## src/rtl/tetris_step_sequencer.sv

```systemverilog
// tetris_step_sequencer: per-tick game step FSM issuing one-clk command strobes.
// Optional: define LEVEL_SPEEDUP_EN to shorten the gravity period every 10 cleared lines.
module tetris_step_sequencer #(
   parameter int GRAVITY_TICKS = 6,
   parameter int MAX_DROP      = 24,
   parameter int MIN_GRAVITY   = 1
) (
   input  logic       clk,
   input  logic       rst,
   input  logic       tick,
   input  logic       key_esc,
   input  logic       key_cw,
   input  logic       key_ccw,
   input  logic       key_left,
   input  logic       key_right,
   input  logic       key_drop,
   input  logic       cw_ok,
   input  logic       ccw_ok,
   input  logic       left_ok,
   input  logic       right_ok,
   input  logic       down_ok,
   input  logic       row_full,
   input  logic       spawn_blocked,
   output logic       do_clear,
   output logic       do_spawn,
   output logic       do_cw,
   output logic       do_ccw,
   output logic       do_left,
   output logic       do_right,
   output logic       do_down,
   output logic       do_lock,
   output logic       do_elim,
   output logic       do_spawn_unused_n,
   output logic       score_hit,
   output logic [1:0] line_cnt,
   output logic       game_over,
   output logic [3:0] state_dbg
);
   typedef enum logic [3:0] {
      S_CLEAR, S_SPAWN, S_CW, S_CCW, S_LEFT, S_RIGHT, S_FALL,
      S_HDROP, S_LOCK, S_ELIM, S_SCORE, S_CHECK, S_OVER
   } state_t;
   // the period never drops below the speed-up floor, even for odd parameter sets
   localparam logic [7:0] BASE_PERIOD = 8'(GRAVITY_TICKS > MIN_GRAVITY ? GRAVITY_TICKS : MIN_GRAVITY);
   localparam logic [7:0] DROP_MAX    = 8'(MAX_DROP);
   state_t     state, state_nx;
   logic       esc_p, cw_p, ccw_p, left_p, right_p, drop_p;
   logic [7:0] grav_cnt, grav_nx, drop_cnt, drop_nx, period;
   logic [2:0] row_cnt, row_nx, row_m1;
   logic       step, expire, hd_go, el_go, at_over;
   logic       clear_d, spawn_d, cw_d, ccw_d, left_d, right_d, down_d, lock_d, elim_d, score_d, over_d;
   logic [1:0] line_d;
   assign step      = tick & ~esc_p;
   assign expire    = grav_cnt >= period - 8'd1;
   assign hd_go     = down_ok & (drop_cnt < DROP_MAX);
   assign el_go     = row_full & (row_cnt < 3'd4);
   assign at_over   = step & (state == S_OVER);
   assign row_m1    = row_cnt - 3'd1;
   assign state_dbg = state;
   assign do_spawn_unused_n = 1'b0;
   // state, step counters and pending key flags (a new key pulse beats a same-clk clear)
   always_ff @(posedge clk) begin
      if (rst) begin
         state    <= S_CLEAR;
         grav_cnt <= 8'd0;
         drop_cnt <= 8'd0;
         row_cnt  <= 3'd0;
         esc_p    <= 1'b0;
         cw_p     <= 1'b0;
         ccw_p    <= 1'b0;
         left_p   <= 1'b0;
         right_p  <= 1'b0;
         drop_p   <= 1'b0;
      end else begin
         state    <= state_nx;
         grav_cnt <= grav_nx;
         drop_cnt <= drop_nx;
         row_cnt  <= row_nx;
         esc_p    <= key_esc | (esc_p & ~tick);
         cw_p     <= key_cw | (cw_p & ~(at_over | (step & (state == S_CW))));
         ccw_p    <= key_ccw | (ccw_p & ~(at_over | (step & (state == S_CCW))));
         left_p   <= key_left | (left_p & ~(at_over | (step & (state == S_LEFT))));
         right_p  <= key_right | (right_p & ~(at_over | (step & (state == S_RIGHT))));
         drop_p   <= key_drop | (drop_p & ~(at_over | (step & (state == S_HDROP) & ~hd_go)));
      end
   end
   // next state and counter updates; a pending escape overrides whatever the state would do
   always_comb begin
      state_nx = state;
      grav_nx  = grav_cnt;
      drop_nx  = drop_cnt;
      row_nx   = row_cnt;
      if (tick && esc_p) state_nx = S_CLEAR;
      else if (tick) begin
         case (state)
            S_CLEAR: begin
               grav_nx  = 8'd0;
               state_nx = S_SPAWN;
            end
            S_SPAWN: state_nx = S_CW;
            S_CW:    state_nx = S_CCW;
            S_CCW:   state_nx = S_LEFT;
            S_LEFT:  state_nx = S_RIGHT;
            S_RIGHT: state_nx = S_FALL;
            S_FALL: begin
               if (drop_p) begin
                  drop_nx  = 8'd0;
                  state_nx = S_HDROP;
               end else if (expire) begin
                  grav_nx  = 8'd0;
                  state_nx = down_ok ? S_CW : S_LOCK;
               end else begin
                  grav_nx  = grav_cnt + 8'd1;
                  state_nx = S_CW;
               end
            end
            S_HDROP: begin
               if (hd_go) drop_nx = drop_cnt + 8'd1;
               else state_nx = S_LOCK;
            end
            S_LOCK: begin
               row_nx   = 3'd0;
               state_nx = S_ELIM;
            end
            S_ELIM: begin
               if (el_go) row_nx = row_cnt + 3'd1;
               else state_nx = S_SCORE;
            end
            S_SCORE: state_nx = S_CHECK;
            S_CHECK: state_nx = spawn_blocked ? S_OVER : S_SPAWN;
            S_OVER:  state_nx = S_OVER;
            default: state_nx = S_CLEAR;
         endcase
      end
   end
   // strobe selection for the current tick; registered below so each lasts one clk
   always_comb begin
      clear_d = 1'b0;
      spawn_d = 1'b0;
      cw_d    = 1'b0;
      ccw_d   = 1'b0;
      left_d  = 1'b0;
      right_d = 1'b0;
      down_d  = 1'b0;
      lock_d  = 1'b0;
      elim_d  = 1'b0;
      score_d = 1'b0;
      line_d  = 2'd0;
      over_d  = game_over;
      if (step) begin
         case (state)
            S_CLEAR: begin
               clear_d = 1'b1;
               over_d  = 1'b0;
            end
            S_SPAWN: spawn_d = 1'b1;
            S_CW:    cw_d    = cw_p & cw_ok;
            S_CCW:   ccw_d   = ccw_p & ccw_ok;
            S_LEFT:  left_d  = left_p & left_ok;
            S_RIGHT: right_d = right_p & right_ok;
            S_FALL:  down_d  = ~drop_p & expire & down_ok;
            S_HDROP: down_d  = hd_go;
            S_LOCK:  lock_d  = 1'b1;
            S_ELIM:  elim_d  = el_go;
            S_SCORE: begin
               score_d = row_cnt != 3'd0;
               line_d  = score_d ? row_m1[1:0] : 2'd0;
            end
            S_CHECK: over_d = game_over | spawn_blocked;
            default: ;
         endcase
      end
   end
   // output strobe and game-over registers
   always_ff @(posedge clk) begin
      if (rst) begin
         do_clear  <= 1'b0;
         do_spawn  <= 1'b0;
         do_cw     <= 1'b0;
         do_ccw    <= 1'b0;
         do_left   <= 1'b0;
         do_right  <= 1'b0;
         do_down   <= 1'b0;
         do_lock   <= 1'b0;
         do_elim   <= 1'b0;
         score_hit <= 1'b0;
         line_cnt  <= 2'd0;
         game_over <= 1'b0;
      end else begin
         do_clear  <= clear_d;
         do_spawn  <= spawn_d;
         do_cw     <= cw_d;
         do_ccw    <= ccw_d;
         do_left   <= left_d;
         do_right  <= right_d;
         do_down   <= down_d;
         do_lock   <= lock_d;
         do_elim   <= elim_d;
         score_hit <= score_d;
         line_cnt  <= line_d;
         game_over <= over_d;
      end
   end
`ifdef LEVEL_SPEEDUP_EN
   localparam logic [7:0] MIN_PERIOD = 8'(MIN_GRAVITY);
   logic [3:0] acc;
   logic [4:0] acc_sum;
   logic       level_up;
   assign acc_sum  = {1'b0, acc} + {2'b00, row_cnt};
   assign level_up = acc_sum >= 5'd10;
   // lines-cleared accumulator; every 10 lines shortens the gravity period down to the floor
   always_ff @(posedge clk) begin
      if (rst || (step && state == S_CLEAR)) begin
         acc    <= 4'd0;
         period <= BASE_PERIOD;
      end else if (step && state == S_SCORE) begin
         acc <= level_up ? 4'(acc_sum - 5'd10) : acc_sum[3:0];
         if (level_up && period > MIN_PERIOD) period <= period - 8'd1;
      end
   end
`else
   assign period = BASE_PERIOD;
`endif
endmodule

```

## config.mk

```make
export PLATFORM = sky130hd
export DESIGN_NAME = tetris_step_sequencer
export DESIGN_NICKNAME = d
export VERILOG_FILES = /design/src/rtl/tetris_step_sequencer.sv
export SDC_FILE = /design/constraint.sdc
export NUM_CORES = 1
export LEC_CHECK = 0
export CAP_MARGIN = 10
export CORE_MARGIN = 8
export CORE_UTILIZATION = 30
export CTS_CLUSTER_DIAMETER = 200
export DETAILED_ROUTE_END_ITERATION = 6
export GPL_ROUTABILITY_DRIVEN = 0
export PLACE_DENSITY = 0.49
export SLEW_MARGIN = 15
export SYNTH_ARGS = -nofsm -noshare
export SYNTH_HDL_FRONTEND = slang
export SYNTH_SLANG_ARGS = --single-unit
```

## constraint.sdc

```tcl
create_clock -name clk -period 1.8 [get_ports clk]
set_input_delay 0.36 -clock clk [delete_from_list [all_inputs] [get_ports clk]]
set_output_delay 0.36 -clock clk [all_outputs]
set_load 0.005 [all_outputs]
```

Word-level counts from Yosys, hierarchy flattened
Cells that the tools add are included.
{"block": "word_totals", "memories": 0, "out_inout_bits": 18, "input_bits": 16, "reg_bits": 42, "rom_bits": 0, "latch_bits": 0, "ramBits": 0}
{"block": "op_classes", "div_mod_pow": 0, "magnitude_cmp": 3, "muxes": 20, "shift": 0, "mul": 0, "n_eq_ne": 18, "add_sub_neg": 4, "reduce_logical": 21, "bitwise_logic": 52}
{"cell": "$pmux 4 s13", "count": 1}
{"cell": "$mux 8", "count": 4}
{"cell": "$pmux 8 s2", "count": 2}
{"cell": "$mux 4", "count": 6}
{"cell": "$and 1x1->1", "count": 22}
{"cell": "$eq 4x4->1 const B", "count": 5}
{"cell": "$not 1->1", "count": 18}
{"cell": "$reduce_or 3->1", "count": 6}
{"cell": "$add 8x1->8 const B", "count": 2}
{"cell": "$eq 4x3->1 const B", "count": 4}
{"cell": "$ne 2x2->1 const B", "count": 6}
{"cell": "$or 1x1->1", "count": 12}
{"cell": "$eq 4x2->1 const B", "count": 2}
{"cell": "$ge 8x3->1 const B", "count": 1}
{"cell": "$lt 8x5->1 const B", "count": 1}
{"cell": "$reduce_and 4->1", "count": 2}
{"cell": "$reduce_bool 2->1", "count": 4}
{"cell": "$pmux 3 s2", "count": 1}
{"cell": "$reduce_and 5->1", "count": 1}
{"cell": "$eq 4x1->1 const B", "count": 1}
{"cell": "$logic_not 4->1", "count": 1}
{"cell": "$pmux 1 s2", "count": 2}
{"cell": "$reduce_or 2->1", "count": 2}
{"cell": "$reduce_or 4->1", "count": 1}
{"cell": "9 further kinds", "count": 11}

Longest topological paths before layout
Gate-level depths: netlist (run 1).
{"block": "logic_depth", "word_depth": 8, "ltp_mapped": 6}

Worst setup path before layout (run 1)
Ideal clock, no wire load.
{"block": "synth_timing", "kind": "reg2reg", "startpoint": "reg grav_cnt[0]", "endpoint": "reg do_down", "required_ns": 1.714, "t_arrival_ns": 1.502, "path_slack_ns": 0.212, "path_stages_with_launch": 7, "path_buffers": 0, "path_cell_list": "dfxtp_1 -> inv_1 -> ha_1 -> nand2b_1 -> a211oi_4 -> or4b_1 -> a211oi_1"}
{"block": "synth_via", "elab_chain_cells": 4}
{"element": "start, declared", "line_no": "48", "source": "logic [7:0] grav_cnt, grav_nx, drop_cnt, drop_nx, period;"}
{"element": "start signal, assigned", "line_no": "76", "source": "grav_cnt <= grav_nx;"}
{"element": "$ge 8x3->1", "line_no": "54", "source": "assign expire = grav_cnt >= period - 8'd1;"}
{"element": "$and 1x1->1 (2 in series)", "line_no": "161", "source": "S_FALL: down_d = ~drop_p & expire & down_ok;"}
{"element": "$pmux 1 s2", "line_no": "151", "source": "case (state)"}
{"element": "end signal, assigned", "line_no": "196", "source": "do_down <= down_d;"}
{"element": "end, declared", "line_no": "30", "source": "output logic do_down,"}
No other way between the ends.
A chain may end at the register's enable or synchronous reset.

Worst setup path in the final report (run 1)
{"block": "layout_timing", "startpoint": "reg state[2] (netlist: state_dbg[2])", "endpoint": "out state_dbg[2]"}
{"element": "start, declared", "line_no": "46", "source": "state_t state, state_nx;"}
{"element": "start signal, assigned", "line_no": "75", "source": "state <= state_nx;"}
{"element": "end, declared", "line_no": "37", "source": "output logic [3:0] state_dbg"}
No word-level cell between the ends.

==> results of run 1 <==
## sequential cells by signal, summed over array words and instances (netlist names), 2 cells and up
name       flops
grav_cnt       8
state_dbg      4
row_cnt        3
line_cnt       2
drop_cnt       8
## per-layer routing
layer  track usage  vias up
li1              -     1008
met1         0.146      978
met2         0.202       34
met3        0.0311       11
met4        0.0442        0
met5             0        -
## cell type report
cell class              instances  area share
repair buffers                 64       0.203
well taps                      96      0.0412
clock buffers                   7      0.0296
flip-flops and latches         42       0.291
inverters                      17      0.0219
multi-input cells             173       0.412
clock inverters                 1     0.00172
## worst reg2reg max path, cell delays in order (launching register included)
cell                       delay, ns
sky130_fd_sc_hd__dfxtp_1        0.32
sky130_fd_sc_hd__or4_4          0.56
sky130_fd_sc_hd__a211oi_4       0.37
sky130_fd_sc_hd__o221a_1        0.26
sky130_fd_sc_hd__o22ai_1        0.09
## power by group through the flow
stage	Sequential [W]	Combinational (W)	Clock, W
global route	0.000954	0.000309	0.000696
detailed placement	0.000974	0.000272	0
global placement	0.000973	0.000272	0
CTS	0.000952	0.000274	0.000661
floorplan	0.000977	0.000123	0
finish	0.000951	0.000284	0.000639
## cell usage after synthesis, types with 2 or more instances
| master | instances | area (µm²) |
|---|---|---|
| sky130_fd_sc_hd__nor4b_2 | 3 | 45.0 |
| sky130_fd_sc_hd__nand3_1 | 5 | 25.0 |
| sky130_fd_sc_hd__nor3_1 | 6 | 30.0 |
| sky130_fd_sc_hd__and3_1 | 4 | 25.0 |
| sky130_fd_sc_hd__nand4_1 | 8 | 50.1 |
| sky130_fd_sc_hd__and2b_1 | 2 | 15.0 |
| sky130_fd_sc_hd__inv_1 | 17 | 63.8 |
| sky130_fd_sc_hd__buf_2 | 6 | 30.0 |
| sky130_fd_sc_hd__nand2b_1 | 6 | 37.5 |
| sky130_fd_sc_hd__a31oi_1 | 2 | 12.5 |
| sky130_fd_sc_hd__o41ai_1 | 2 | 17.5 |
| sky130_fd_sc_hd__o21ai_0 | 9 | 45.0 |
| sky130_fd_sc_hd__nand4b_1 | 2 | 17.5 |
| sky130_fd_sc_hd__and2_1 | 4 | 25.0 |
| sky130_fd_sc_hd__a41oi_1 | 2 | 17.5 |
| sky130_fd_sc_hd__o31ai_1 | 3 | 22.5 |
| sky130_fd_sc_hd__nor2_1 | 19 | 71.3 |
| sky130_fd_sc_hd__or4_1 | 2 | 15.0 |
| sky130_fd_sc_hd__or3_1 | 5 | 31.3 |
| sky130_fd_sc_hd__a211o_1 | 2 | 17.5 |
| sky130_fd_sc_hd__a21oi_1 | 25 | 125 |
| sky130_fd_sc_hd__o21a_1 | 3 | 22.5 |
| sky130_fd_sc_hd__nor2b_1 | 3 | 18.8 |
| sky130_fd_sc_hd__o31ai_2 | 2 | 25.0 |
| sky130_fd_sc_hd__o2111ai_1 | 4 | 35.0 |
| sky130_fd_sc_hd__nand2_1 | 17 | 63.8 |
| sky130_fd_sc_hd__dfxtp_1 | 42 | 841 |
| sky130_fd_sc_hd__clkbuf_1 | 4 | 15.0 |
| sky130_fd_sc_hd__ha_1 | 6 | 75.1 |
## how the worst max path moves through the flow
stage,depth (start not counted),endpoint
CTS,6,do_down
detailed placement,5,state_dbg[0]
global placement,5,state_dbg[0]
global route,6,do_down
finish,3,state_dbg[2]
floorplan,6,do_down
## cells by family (layout without fill, tap and decap cells)
| family | after synthesis | in the layout | synth area share |
|---|---|---|---|
| adder cells (fa/ha/maj) | 6 | 6 | 0.0355 |
| AO/OA/AOI/OAI | 69 | 69 | 0.235 |
| flip-flops | 42 | 42 | 0.397 |
| XOR/XNOR | 2 | 2 | 0.00828 |
| buffers and inverters | 29 | 89 | 0.0567 |
| other | 1 | 1 | 0.00177 |
| AND/OR/NAND/NOR | 95 | 95 | 0.265 |
## per-stage QoR
step / power (W) / cell area (µm²) / std cells
floorplan: 0.00110 / 2120 / 244
global placement: 0.00125 / 2750 / 391
detailed placement: 0.00125 / 2750 / 391
CTS: 0.00189 / 2860 / 400
global route: 0.00196 / 2920 / 400
finish: 0.00187 / 2920 / 400
## repair_timing
action | in CTS | in global routing
endpoints found under the hold margin | 0 | 0
gates resized for setup | 3 | 12
endpoints found under the setup margin | 1 | 8
buffers inserted | 1 | 0
pin swaps | 0 | 1
hold buffers | 0 | 0
==> results.md, run 1 <==
* First-pass GRT wire length at between 9000 and 10000 µm
* Die Ht at roughly 100 µm
* Dpl ws at -0.281 ns
* Total core area at 0.00683 mm²
* Top routing layer in use: met4
* Routed length per placed instance at 14.6 µm
* Final WL at 5830 µm
* Launch point of the worst path: state_dbg[2]
* TritonCTS Buffers at 5
* Worst hold margin at ~0.44 ns
* Number of port buffers at 32
* Clock sink total at 42
* Share of layout cells above drive strength 1 at 0.191
* Post-layout worst setup margin at between 0.06 and 0.07 ns
* Post-route ant nets at 0
* Required time at the worst-slack endpoint at around 1.4 ns
* Critical Path Max Stage Delay at 0.51 ns
* Seq cells post-synth at 42
* Leading cell type in the layout, fill and taps excluded: sky130_fd_sc_hd__dfxtp_1
* Setup Total Neg Slack at 0 ns
* Synth cell types at 58
* Amount of wire on met3 after detailed routing at 282 µm
* Power share of the sequential group at 0.508
* Critical Path AT at 1.38 ns
* TritonCTS clock tree: done
* Area of the multi-input gates at 0.00120 mm²
* Antenna violations before repair at 0
* Number of buffers on the longest clock path at 2
* Worst-path clk slew at 0.08 ns
* Number of setup violations in the final report at 0
* Number of global-route vias before repair at 2013
* Aggregate global-route resource usage at 0.121
* Int Pwr at approximately 0.0014 W
* Filler instances at between 700 and 800
* Total vias in the final route at ~2000
* Switching share of power at 0.257
* CP Max Fanout at 14
* Mapped Nets at about 270
* Detailed Place HPWL at 4340 µm
* Share of flip-flops with an asynchronous set or reset at 0
* Reg2reg start: grav_cnt[5]
* Layout net count at 325
* Delay-heaviest family, CP: buffers and inverters
* RSZ-0062 raised after global routing: true
* Max-slew violation count at 0
* Endpoint with the worst hold slack: do_right
* Net switching power of the design at 0.000482 W
* Pwr per Cell Area at 643 mW/mm²
* Path type of the worst min-delay path: flip-flop to flip-flop
* Combinational fraction of design power at 0.152
* Cell count of the worst hold path at 2
* Commonest cells after routing, fill and taps aside: 39 x sky130_fd_sc_hd__dfxtp_1, 31 x sky130_fd_sc_hd__clkdlybuf4s50_1, 28 x sky130_fd_sc_hd__buf_4, 24 x sky130_fd_sc_hd__a21oi_1, 19 x sky130_fd_sc_hd__nor2_1
* Total die area at 0.0100 mm²
* Capture point of the worst reg-to-reg path: state_dbg[3]
* Maximum number of pins on one net before global-route repair at 19
* Number of detailed-route iterations in the first pass at 4
* Total gr overflow at 0
* Max Fclk at 576 MHz
* Deepest level of the CTS H-tree at 2
* Detailed-route vias per instance at 5.08
* List of cells traversed by the critical path: buf_6, buf_8, clkdlybuf4s50_1
* Slowest cell on the critical path: sky130_fd_sc_hd__clkdlybuf4s50_1
* Number of warnings issued by yosys at 0
* Gate count of the mapped netlist at 244
* Post-route minimum period at 1.74 ns
* Finished Core Util at 0.427
* Setup skew after layout at approximately 0.012 ns
* I/O pin count at 34
* First DRT Iteration DRCs at 111
* Ys flop type: sky130_fd_sc_hd__dfxtp_1
* Site Rows at 30
* Result of the run: finished clean
* Worst R2R Setup Slack at approximately 0.1 ns
* Layout-stage area growth over the synthesis result at 37.7%
* Initial standard-cell utilization of the core at 0.310
* Clk_lat worst skew at ~0.30 ns
* Setup crit start kind: flip-flop
* Final Hold Vio Count at 0
* Die outline width at around 100 µm
* Buffering stage count on the worst path with inverters included at 3
* Length of routed met2 wiring at 2710 µm
* Fraction of the cycle the final worst path needs at 0.965
* Max Cap Viol at 0
* Diode insertion count for antenna repair at 0
* Cell count of the worst reg-to-reg path at 4
* LEAKAGE at 1.06 nW
* Register Area at around 850 µm²
* Residual DRC count at 0
* Clk pwr share at 0.341
* Number of enable flip-flop cells after synthesis at 0
* Post-synthesis area per instance at 8.68 µm²
* Post-Syn Area at 0.00212 mm²
* Cell at the root of the clock tree: sky130_fd_sc_hd__clkbuf_8
* Wire length on met1 at approximately 2700 µm
* Fraction of the yosys area taken by sequential cells at 0.397
* Worst Setup End Kind: primary output
* Crit path kind: flip-flop to primary output
* Worst IR Drop VDD at 0.279 mV
* Origin of the worst min-delay path: right_p
Note: power is estimated with default switching activity, not from simulation.
==> run 2: changes to the inputs <==
==> constraint.sdc (replaced) <==
create_clock -name clk -period 1.7 [get_ports clk]
set_input_delay 0.34 -clock clk [delete_from_list [all_inputs] [get_ports clk]]
set_output_delay 0.34 -clock clk [all_outputs]
set_load 0.005 [all_outputs]
==> run 2 against run 1 <==
Net effect:
- design area rose by 4.2%
- final cell count grew 1.8%
- die area is the same
- register-to-register slack lost 0.02 ns
- clock skew rose by 0.0027 ns
- routed wire length increased by 1.7%
- core utilization is 1.8 points higher
- critical path depth down 1
- global-route usage increased by 0.16 points
- first-iteration DRC count decreased by 34%
- largest cell class unchanged
==> results.md, run 2 (synthesis results as in run 1) <==
* Maximum number of pins on one net before global-route repair at 16 (was 19)
* Filler instances at 707 (was 705)
* Number of port buffers at 32 (unchanged)
* LEAKAGE at 1.13 nW (was 1.06 nW)
* Worst IR Drop VDD at 0.426 mV (was 0.279 mV)
* Result of the run: finished clean (unchanged)
* First DRT Iteration DRCs at 73 (was 111)
* Finished Core Util at 0.445 (was 0.427)
* Critical Path Max Stage Delay at 0.51 ns (about the same)
* Number of global-route vias before repair at 2057 (was 2013)
* Number of detailed-route iterations in the first pass at 4 (unchanged)
* Cell at the root of the clock tree: sky130_fd_sc_hd__clkbuf_8 (unchanged)
* Required time at the worst-slack endpoint at 1.36 ns (was 1.44 ns)
* Share of layout cells above drive strength 1 at 0.248 (was 0.191)
* Antenna violations before repair at 0 (unchanged)
* Cell count of the worst hold path at 4 (was 2)
* Met1 usage in global routing at 0.145 (was 0.146)
* Worst hold margin at 0.434 ns (was 0.437 ns)
* Die Ht at 100 µm (unchanged)
* Setup crit start kind: flip-flop (unchanged)
* Summed area of non-filler cells in the final layout at 0.00304 mm² (was 0.00292 mm²)
* Site Rows at 30 (unchanged)
* Worst Setup End Kind: primary output (unchanged)
* Number of setup violations in the final report at 0 (unchanged)
* CP Max Fanout at 5 (was 14)
* Post-route ant nets at 0 (unchanged)
* TritonCTS Buffers at 5 (unchanged)
* Commonest cells after routing, fill and taps aside: 35 x sky130_fd_sc_hd__dfxtp_1, 34 x sky130_fd_sc_hd__buf_4, 29 x sky130_fd_sc_hd__clkdlybuf4s50_1, 23 x sky130_fd_sc_hd__a21oi_1, 18 x sky130_fd_sc_hd__nor2_1 (was 39 x sky130_fd_sc_hd__dfxtp_1, 31 x sky130_fd_sc_hd__clkdlybuf4s50_1, 28 x sky130_fd_sc_hd__buf_4, 24 x sky130_fd_sc_hd__a21oi_1, 19 x sky130_fd_sc_hd__nor2_1)
* Residual DRC count at 0 (unchanged)
* Slowest cell on the critical path: sky130_fd_sc_hd__clkdlybuf4s50_1 (unchanged)
* Setup skew after layout at 0.0142 ns (was 0.0115 ns)
* Total vias in the final route at 2020 (was 2031)
* Leading cell type in the layout, fill and taps excluded: sky130_fd_sc_hd__dfxtp_1 (unchanged)
* First-pass GRT wire length at 9930 µm (was 9840 µm)
* Die outline width at 100 µm (unchanged)
* Fraction of the cycle the final worst path needs at 0.978
* Final WL at 5930 µm (was 5830 µm)
* TritonCTS clock tree: done (unchanged)
* Hold buffers post-CTS at 0 (unchanged)
* Setup Total Neg Slack at 0 ns (unchanged)
* Diode insertion count for antenna repair at 0 (unchanged)
* Total placed instance area at 0.00276 mm² (was 0.00275 mm²)
* I/O pin count at 34 (unchanged)
* Max Cap Viol at 0 (unchanged)
* Worst-path clk slew at 0.09 ns (was 0.08 ns)
* Detailed-route vias per instance at 4.96 (was 5.08)
* Aggregate global-route resource usage at 0.123 (was 0.121)
* Cell count of the worst reg-to-reg path at 7 (was 4)
* Clock sink total at 42 (unchanged)
* List of cells traversed by the critical path: buf_6, clkdlybuf4s50_1 (was buf_6, buf_8, clkdlybuf4s50_1)
* Routed length per placed instance at 14.6 µm (about the same)
* Path type of the worst min-delay path: input port to flip-flop (was flip-flop to flip-flop)
* Detailed Place HPWL at 4410 µm (was 4340 µm)
* Deepest level of the CTS H-tree at 2 (unchanged)
* Total gr overflow at 0 (unchanged)
* Total core area at 0.00683 mm² (unchanged)
* Clk_lat worst skew at 0.30 ns (about the same)
* Total die area at 0.0100 mm² (unchanged)
* RSZ-0062 raised after global routing: true (unchanged)
* Layout net count at 332 (was 325)
* Number of buffers on the longest clock path at 2 (unchanged)
* Final Hold Vio Count at 0 (unchanged)
* Met2 demand-to-capacity share in global routing at 0.206 (was 0.202)
* Post-route minimum period at 1.66 ns
* Initial standard-cell utilization of the core at 0.310 (unchanged)
* Busiest layer in global routing: met2 (unchanged)
* Max Fclk at 602 MHz
* Max-slew violation count at 0 (unchanged)
* Crit path kind: flip-flop to primary output (unchanged)
* Pwr per Cell Area at 696 mW/mm² (was 643 mW/mm²)
* Critical Path AT at 1.32 ns (was 1.38 ns)
* Routing usage on met3 at 0.0374 (was 0.0311)
* Layout-stage area growth over the synthesis result at 43.5% (was 37.7%)
run 2: where the power goes:
| group | total [W] | leakage (nW) | switching [W] | internal [W] |
|---|---|---|---|---|
| registers | 0.00101 | 0.344 | 0.0000110 | 0.000998 |
| logic | 0.000308 | 0.731 | 0.000155 | 0.000154 |
| clock network | 0.000795 | 0.0514 | 0.000357 | 0.000439 |
run 2: final timing paths:
check | start | endpoint | slack, ns
worst max-delay path | state_dbg[0] | state_dbg[0] | 0.04
worst min-delay path | tick | esc_p | 0.43
worst max register to register | state_dbg[1] | row_cnt[2] | 0.08
worst min register to register | cw_p | do_cw | 0.44
run 2: worst max-delay path: cells and delay by family, from the launching register on:
family,cells,cell delay (ns)
buffers and inverters,2,0.65
flip-flops,1,0.37
run 2: area by class of cell:
type | count | area, µm² | area share
Timing Repair Buffer | 71 | 647 | 0.213
Clock inverter | 2 | 37.5 | 0.0124
Sequential cell | 42 | 852 | 0.280
Tap cell | 96 | 120 | 0.0395
Inverter | 17 | 63.8 | 0.0210
Multi-Input combinational cell | 173 | 1240 | 0.410
Clock buffer | 6 | 72.6 | 0.0239
run 2: repair_timing:
action,in CTS,in global routing
resized for setup,9,24
buffers inserted,4,1
setup endpoints to repair,8,18
pin swaps,2,9
run 2: metrics by stage:
| stage | worst slack, ns | std cells | total power, W |
|---|---|---|---|
| floorplan | 0.112 | 244 | 0.00116 |
| CTS | -0.0130 | 407 | 0.00212 |
| global route | -0.0267 | 407 | 0.00220 |
| detailed placement | -0.346 | 395 | 0.00132 |
| global placement | -0.312 | 395 | 0.00132 |
| finish | 0.0379 | 407 | 0.00211 |
run 2: layer usage:
layer | vias up | wire length, µm
met5 | - | 0
met4 | 0 | 51
met3 | 6 | 351
met2 | 49 | 2820
met1 | 946 | 2710
li1 | 1019 | -
